$ cat src/rtl/top_k_tracker_pkg.sv
// rtl/top_k_tracker_pkg.sv - shared types, limits and width helpers for the top-K rank tracker
package top_k_pkg;

    localparam int K_MAX = 16;

    typedef enum logic {
        CMP_UNSIGNED = 1'b0,
        CMP_SIGNED   = 1'b1
    } cmp_mode_e;

    function automatic int rank_w(input int k);
        return $clog2(k);
    endfunction

    function automatic int cnt_w(input int k);
        return $clog2(k + 1);
    endfunction

endpackage

$ cat src/rtl/top_k_tracker_if.sv
// rtl/top_k_tracker_if.sv - sample/readout bundle between a stream source and the top-K tracker
//   master: drives din_valid, din, clear, rank_sel; receives dout, topk, count, full
//   slave : the tracker side of the same signals
interface top_k_tracker_if #(
    parameter int DATA_SIZE = 32,
    parameter int K         = 4
);
    import top_k_pkg::*;

    localparam int RW = rank_w(K);
    localparam int CW = cnt_w(K);

    logic                   din_valid;
    logic [DATA_SIZE-1:0]   din;
    logic                   clear;
    logic [RW-1:0]          rank_sel;
    logic [DATA_SIZE-1:0]   dout;
    logic [K*DATA_SIZE-1:0] topk;
    logic [CW-1:0]          count;
    logic                   full;

    modport master (
        output din_valid, din, clear, rank_sel,
        input  dout, topk, count, full
    );

    modport slave (
        input  din_valid, din, clear, rank_sel,
        output dout, topk, count, full
    );

endinterface

$ cat src/rtl/top_k_tracker_cmp.sv
// rtl/top_k_tracker_cmp.sv - single-rank comparator: gt = a > b, eq = a == b
//   a, b : DATA_SIZE operands; SIGNED selects two's-complement ordering
//   gt, eq : combinational results
module top_k_cmp
    import top_k_pkg::*;
#(
    parameter int DATA_SIZE = 32,
    parameter int SIGNED    = 0
) (
    input  logic [DATA_SIZE-1:0] a,
    input  logic [DATA_SIZE-1:0] b,
    output logic                 gt,
    output logic                 eq
);

    localparam cmp_mode_e MODE = (SIGNED != 0) ? CMP_SIGNED : CMP_UNSIGNED;

    always_comb begin
        if (MODE == CMP_SIGNED) begin
            gt = $signed(a) > $signed(b);
        end else begin
            gt = a > b;
        end
        eq = (a == b);
    end

endmodule

$ cat src/rtl/top_k_tracker.sv
// rtl/top_k_tracker.sv - keeps the K largest samples since reset/clear, sorted descending
//   clk    : rising-edge clock
//   resetn : asynchronous active-low reset
//   bus    : top_k_tracker_if.slave (din_valid, din, clear, rank_sel -> dout, topk, count, full)
//   Optional macro TOPK_UNIQUE_EN: samples equal to an occupied rank are discarded.
module top_k_tracker
    import top_k_pkg::*;
#(
    parameter int DATA_SIZE = 32,
    parameter int K         = 4,
    parameter int SIGNED    = 0
) (
    input  logic            clk,
    input  logic            resetn,
    top_k_tracker_if.slave  bus
);

    localparam int RW = rank_w(K);
    localparam int CW = cnt_w(K);

`ifdef TOPK_UNIQUE_EN
    localparam bit UNIQUE = 1'b1;
`else
    localparam bit UNIQUE = 1'b0;
`endif

    logic [DATA_SIZE-1:0] vals     [K];
    logic [DATA_SIZE-1:0] nxt_vals [K];
    logic [K-1:0]         occ;
    logic [K-1:0]         nxt_occ;
    logic [K-1:0]         gt;
    logic [K-1:0]         eq;
    logic [K-1:0]         cand;
    logic                 dup;

    for (genvar g = 0; g < K; g++) begin : g_cmp
        top_k_cmp #(
            .DATA_SIZE (DATA_SIZE),
            .SIGNED    (SIGNED)
        ) u_cmp (
            .a  (bus.din),
            .b  (vals[g]),
            .gt (gt[g]),
            .eq (eq[g])
        );
    end

    // Ranks are sorted and contiguous, so cand is a thermometer: clear below the
    // insert point p, set from p upward. Its first set bit is p; every set rank
    // above p takes its lower neighbour, which drops the old rank K-1.
    always_comb begin
        cand = ~occ | gt;
        dup  = UNIQUE && |(eq & occ);

        nxt_vals[0] = cand[0] ? bus.din : vals[0];
        nxt_occ[0]  = occ[0] | cand[0];
        for (int i = 1; i < K; i++) begin
            if (!cand[i]) begin
                nxt_vals[i] = vals[i];
                nxt_occ[i]  = occ[i];
            end else if (!cand[i-1]) begin
                nxt_vals[i] = bus.din;
                nxt_occ[i]  = 1'b1;
            end else begin
                nxt_vals[i] = vals[i-1];
                nxt_occ[i]  = occ[i-1];
            end
        end
    end

    always_ff @(posedge clk or negedge resetn) begin
        if (!resetn) begin
            vals <= '{default: '0};
            occ  <= '0;
        end else if (bus.clear) begin
            vals <= '{default: '0};
            occ  <= '0;
        end else if (bus.din_valid && !dup) begin
            vals <= nxt_vals;
            occ  <= nxt_occ;
        end
    end

    // Outputs are masked by occ so an empty rank always reads as zero.
    always_comb begin
        bus.topk  = '0;
        bus.dout  = '0;
        bus.count = '0;
        for (int i = 0; i < K; i++) begin
            bus.topk[i*DATA_SIZE +: DATA_SIZE] = occ[i] ? vals[i] : '0;
            if (bus.rank_sel == RW'(i) && occ[i]) begin
                bus.dout = vals[i];
            end
            bus.count = bus.count + CW'(occ[i]);
        end
        bus.full = (bus.count == CW'(K));
    end

endmodule

$ cat src/flat_wrapper.sv
// flat-port wrapper written by rule: the top's interface ports become plain ports
module top_k_tracker_flat import top_k_pkg::*;
#(
    parameter int DATA_SIZE = 32,
    parameter int K         = 4,
    parameter int SIGNED    = 0
)
  (clk, resetn, bus_din_valid, bus_din, bus_clear, bus_rank_sel, bus_dout, bus_topk, bus_count, bus_full);
  top_k_tracker_if #(.DATA_SIZE(DATA_SIZE), .K(K)) bus_i ();
  input  logic clk;
  input  logic resetn;
  input wire logic [$bits(bus_i.din_valid)-1:0] bus_din_valid;
  input wire logic [$bits(bus_i.din)-1:0] bus_din;
  input wire logic [$bits(bus_i.clear)-1:0] bus_clear;
  input wire logic [$bits(bus_i.rank_sel)-1:0] bus_rank_sel;
  output wire logic [$bits(bus_i.dout)-1:0] bus_dout;
  output wire logic [$bits(bus_i.topk)-1:0] bus_topk;
  output wire logic [$bits(bus_i.count)-1:0] bus_count;
  output wire logic [$bits(bus_i.full)-1:0] bus_full;
  assign bus_i.din_valid = bus_din_valid;
  assign bus_i.din = bus_din;
  assign bus_i.clear = bus_clear;
  assign bus_i.rank_sel = bus_rank_sel;
  assign bus_dout = bus_i.dout;
  assign bus_topk = bus_i.topk;
  assign bus_count = bus_i.count;
  assign bus_full = bus_i.full;
  top_k_tracker #(.DATA_SIZE(DATA_SIZE), .K(K), .SIGNED(SIGNED)) u_core (.clk(clk), .resetn(resetn), .bus(bus_i));
endmodule
$ cat config.mk
export PLATFORM = sky130hd
export DESIGN_NAME = top_k_tracker_flat
export DESIGN_NICKNAME = d
export VERILOG_FILES = /design/src/rtl/top_k_tracker_pkg.sv /design/src/rtl/top_k_tracker_if.sv /design/src/rtl/top_k_tracker_cmp.sv /design/src/rtl/top_k_tracker.sv /design/src/flat_wrapper.sv
export SDC_FILE = /design/constraint.sdc
export NUM_CORES = 1
export LEC_CHECK = 0
export ABC_AREA = 1
export CAP_MARGIN = 15
export CORE_UTILIZATION = 59
export CTS_CLUSTER_DIAMETER = 200
export DETAILED_ROUTE_END_ITERATION = 12
export DONT_BUFFER_PORTS = 1
export GPL_TIMING_DRIVEN = 0
export PLACE_DENSITY = 0.71
export SLEW_MARGIN = 20
export SYNTH_ARGS = -nofsm -noshare
export SYNTH_HDL_FRONTEND = slang
export SYNTH_SLANG_ARGS = --single-unit
$ cat constraint.sdc
create_clock -name clk -period 4.58 [get_ports clk]
set_clock_uncertainty 0.05 [all_clocks]
set_input_delay 1.145 -clock clk [delete_from_list [all_inputs] [get_ports clk]]
set_output_delay 1.145 -clock clk [all_outputs]
set_load 0.02 [all_outputs]
==> results_dict.tcl <==
set metrics [dict create \
    status "complete, no violations" \
    pin_count 202 \
    slew_headroom_pct 38.6 \
    synth_common_cells "897 x nand2_1, 283 x inv_1, 132 x dfrtp_1, 130 x ha_1, 109 x nand3_1" \
    leakagePower_nw 7.58 \
    p_comb_share_pct 19.5 \
    die_width_um 143 \
    htreeDepth 4 \
    placed_cells 2140 \
    initial_core_util_pct 60.4 \
    required_ns 3.38 \
    seqCellArea_sq_mm 0.00330 \
    drive_gt1_share_pct 5.30 \
    ys_async_sr_fraction_pct 100 \
    final_cells 2172 \
    grt_antenna_before_repair 0 \
    cellPowerDensity_mw_per_mm2 273 \
    dieHeight_um 143 \
    grt_max_degree 133 \
    grt_pass1_wl_mm 62.9 \
    rsz0062_at_grt "no" \
    cts_tree "done" \
    area_delta_synth_final_pct 8.11 \
    fin_crit_sh_pct 98.4 \
    core_area_sq_mm 0.0195 \
    cts_hold_buf 0 \
    firstDrtPassIters 6 \
    crit_type "primary input to output port" \
    swShare_pct 32.1 \
    ys_seq_elements 132 \
    clock_latency_ns 0.44 \
    clockPowerShare_pct 43.5 \
    min_path_type "primary input to asynchronous set/reset pin" \
    path_delay_family "buffers and inverters" \
    grt_usage_pct 41.2 \
    grt_pass1_vias 11100 \
    first_iter_violations 1372 \
    cpMaxStageDelayCell "clkbuf_1" \
    p_int_mw 2.36 \
    wirelength_mm 41.6 \
    critPathBufInv 3 \
    r2r-end "u_core.vals[30]" \
    timing.fmax_mhz 222 \
    hold_viol 0 \
    ant_nets 0 \
    hpwlAfterDp_mm 29.9 \
    seqPwrFrac_pct 37.0 \
    ys_top_cells_by_area "nand2_1 29%, dfrtp_1 28%, ha_1 14%" \
    critPathMaxStageDelay_ns 0.69 \
    min_period_ns 4.50 \
    synth.most_common_cell "nand2_1" \
    r2r_start "u_core.vals[31]" \
    netlist_instances 1875 \
    end_kind "output port" \
    num_antenna_cells 0 \
    rrSetupSlack_ns 1.83 \
    maxCapViolCount 0 \
    rows 51 \
    holdWs_ns 0.347 \
    post_cts_buffers 0 \
    numCtsBuffers 17 \
    wl_per_cell_um 19.1 \
    worstPathArrival_ns 3.31 \
    vias 12400 \
    yosysSeqAreaShare_pct 28.0 \
    dieArea_sq_mm 0.0206 \
    setup_viol 0 \
    grt-ovfl-total 0 \
    crit_fanout 10 \
    yosys_most_used_dff "dfrtp_1" \
    place.gp.congestion 0.931 \
    root_buffer "clkbuf_16" \
    path_common_cell "inv_1" \
    synth_nets 2044 \
    synth_area_per_cell_sq_um 6.29 \
    syn_area_sq_mm 0.0118 \
    peakVddDrop_mv 0.278 \
    drc 0 \
    fill_cells 1911 \
    clk_pin_slew_worst_paths_ns 0.06 \
    synth_top_area_share_pct 28.5 \
    worst_r2r_path_depth 13 \
    slew_violations 0 \
    synthDistinctLibCells 30 \
    clk_path_buf_depth 2 \
    cts_resized 0 \
    max_slew.worst_pin.slew_ns 0.921 \
    numPortBuffers 0 \
    cp_cell_sequence "inv_1, nand3_1, inv_1, clkbuf_1, nand2_1, o2111ai_1" \
    p_switching_mw 1.12 \
    synth_warnings 0 \
    multi_input_area_sq_mm 0.00691 \
    yosysTopAreaCell "nand2_1" \
    fin_nets 2063 \
    worstSetupStartpointType "primary input" \
    via_per_inst 5.73 \
    synth_edf_count 0 \
    cts_sinks 132 \
    fin_tns_setup_ns 0 \
]
-- how the worst max path moves through the flow --
stage | startpoint | endpoint | slack [ns] | cells after the start
global route | bus_rank_sel[1] | bus_dout[12] | 0.10 | 6
detailed placement | bus_rank_sel[1] | bus_dout[12] | 0.28 | 6
finish | bus_rank_sel[1] | bus_dout[12] | 0.08 | 6
global placement | bus_rank_sel[1] | bus_dout[12] | 0.29 | 6
floorplan | bus_rank_sel[1] | bus_dout[11] | 1.23 | 6
CTS | bus_rank_sel[1] | bus_dout[12] | 0.27 | 6
-- power by group through the flow --
stage / logic, mW / registers (mW) / clock network [mW]
CTS: 0.663 / 1.28 / 1.51
global route: 0.753 / 1.29 / 1.56
global placement: 0.637 / 1.30 / 0
detailed placement: 0.658 / 1.30 / 0
floorplan: 0.484 / 1.28 / 0
finish: 0.678 / 1.29 / 1.51
-- metrics by stage --
stage	cell area [sq um]	setup slack, ns	util, %	total power, mW
2_1_floorplan	11800	1.23	-	1.76
3_3_place_gp	12100	0.291	62.1	1.94
3_5_place_dp	12100	0.280	62.1	1.96
4_1_cts	12800	0.274	65.3	3.45
5_1_grt	12800	0.102	65.3	3.60
6_report	12800	0.0754	65.3	3.48
-- state kept, by name, indices dropped and copies added (netlist names) --
register	flops
u_core.occ	4
u_core.vals	128
-- cells in the final DEF (no fill, tap or decap) --
master and instances:
inv_6 1, dfrtp_1 132, nand3_1 109, nor2_1 41, buf_1 7, nand2_1 897
clkbuf_8 1, clkinv_2 2, buf_6 10, nor3b_1 2, clkinv_4 2, nand2_2 10
nand3_2 1, o21bai_1 2, o21a_1 5, buf_2 13, inv_2 3, ha_1 130
o2111ai_1 13, nand2_4 3, nand4_1 42, nor2_2 1, bufinv_16 4, a21o_1 4
nor3_1 2, fa_1 1, a21oi_4 3, nor3_2 3, a21oi_1 73, buf_4 24
inv_1 283, clkbuf_1 32, clkbuf_16 17, o22ai_1 18, clkinv_1 4, clkinvlp_4 3
o21ai_0 9
-- per-layer routing --
metal	GRT usage, %	up-vias	part of all wire (%)
met5	0	-	0
met4	17.1	0	3.2
met3	11.2	93	12
met2	60.4	763	43
met1	56.8	5747	41
li1	-	5835	-
-- cells by family (layout without fill, tap and decap cells) --
group	after synthesis	in the layout	synth area share (%)
simple gates	1111	1111	38.1
compound gates	127	127	6.51
fa+ha+maj	131	131	14.0
buf+inv	374	406	13.4
flops	132	132	28.0
-- layout make-up --
class / count / area share, %
buffer: 84 / 3.89
inverter: 290 / 8.53
clock inverter: 12 / 1.40
multi-input combinational: 1369 / 54.2
sequential: 132 / 25.9
clock buffer: 20 / 3.50
tap: 265 / 2.60
(Power assumes the default switching activity.)
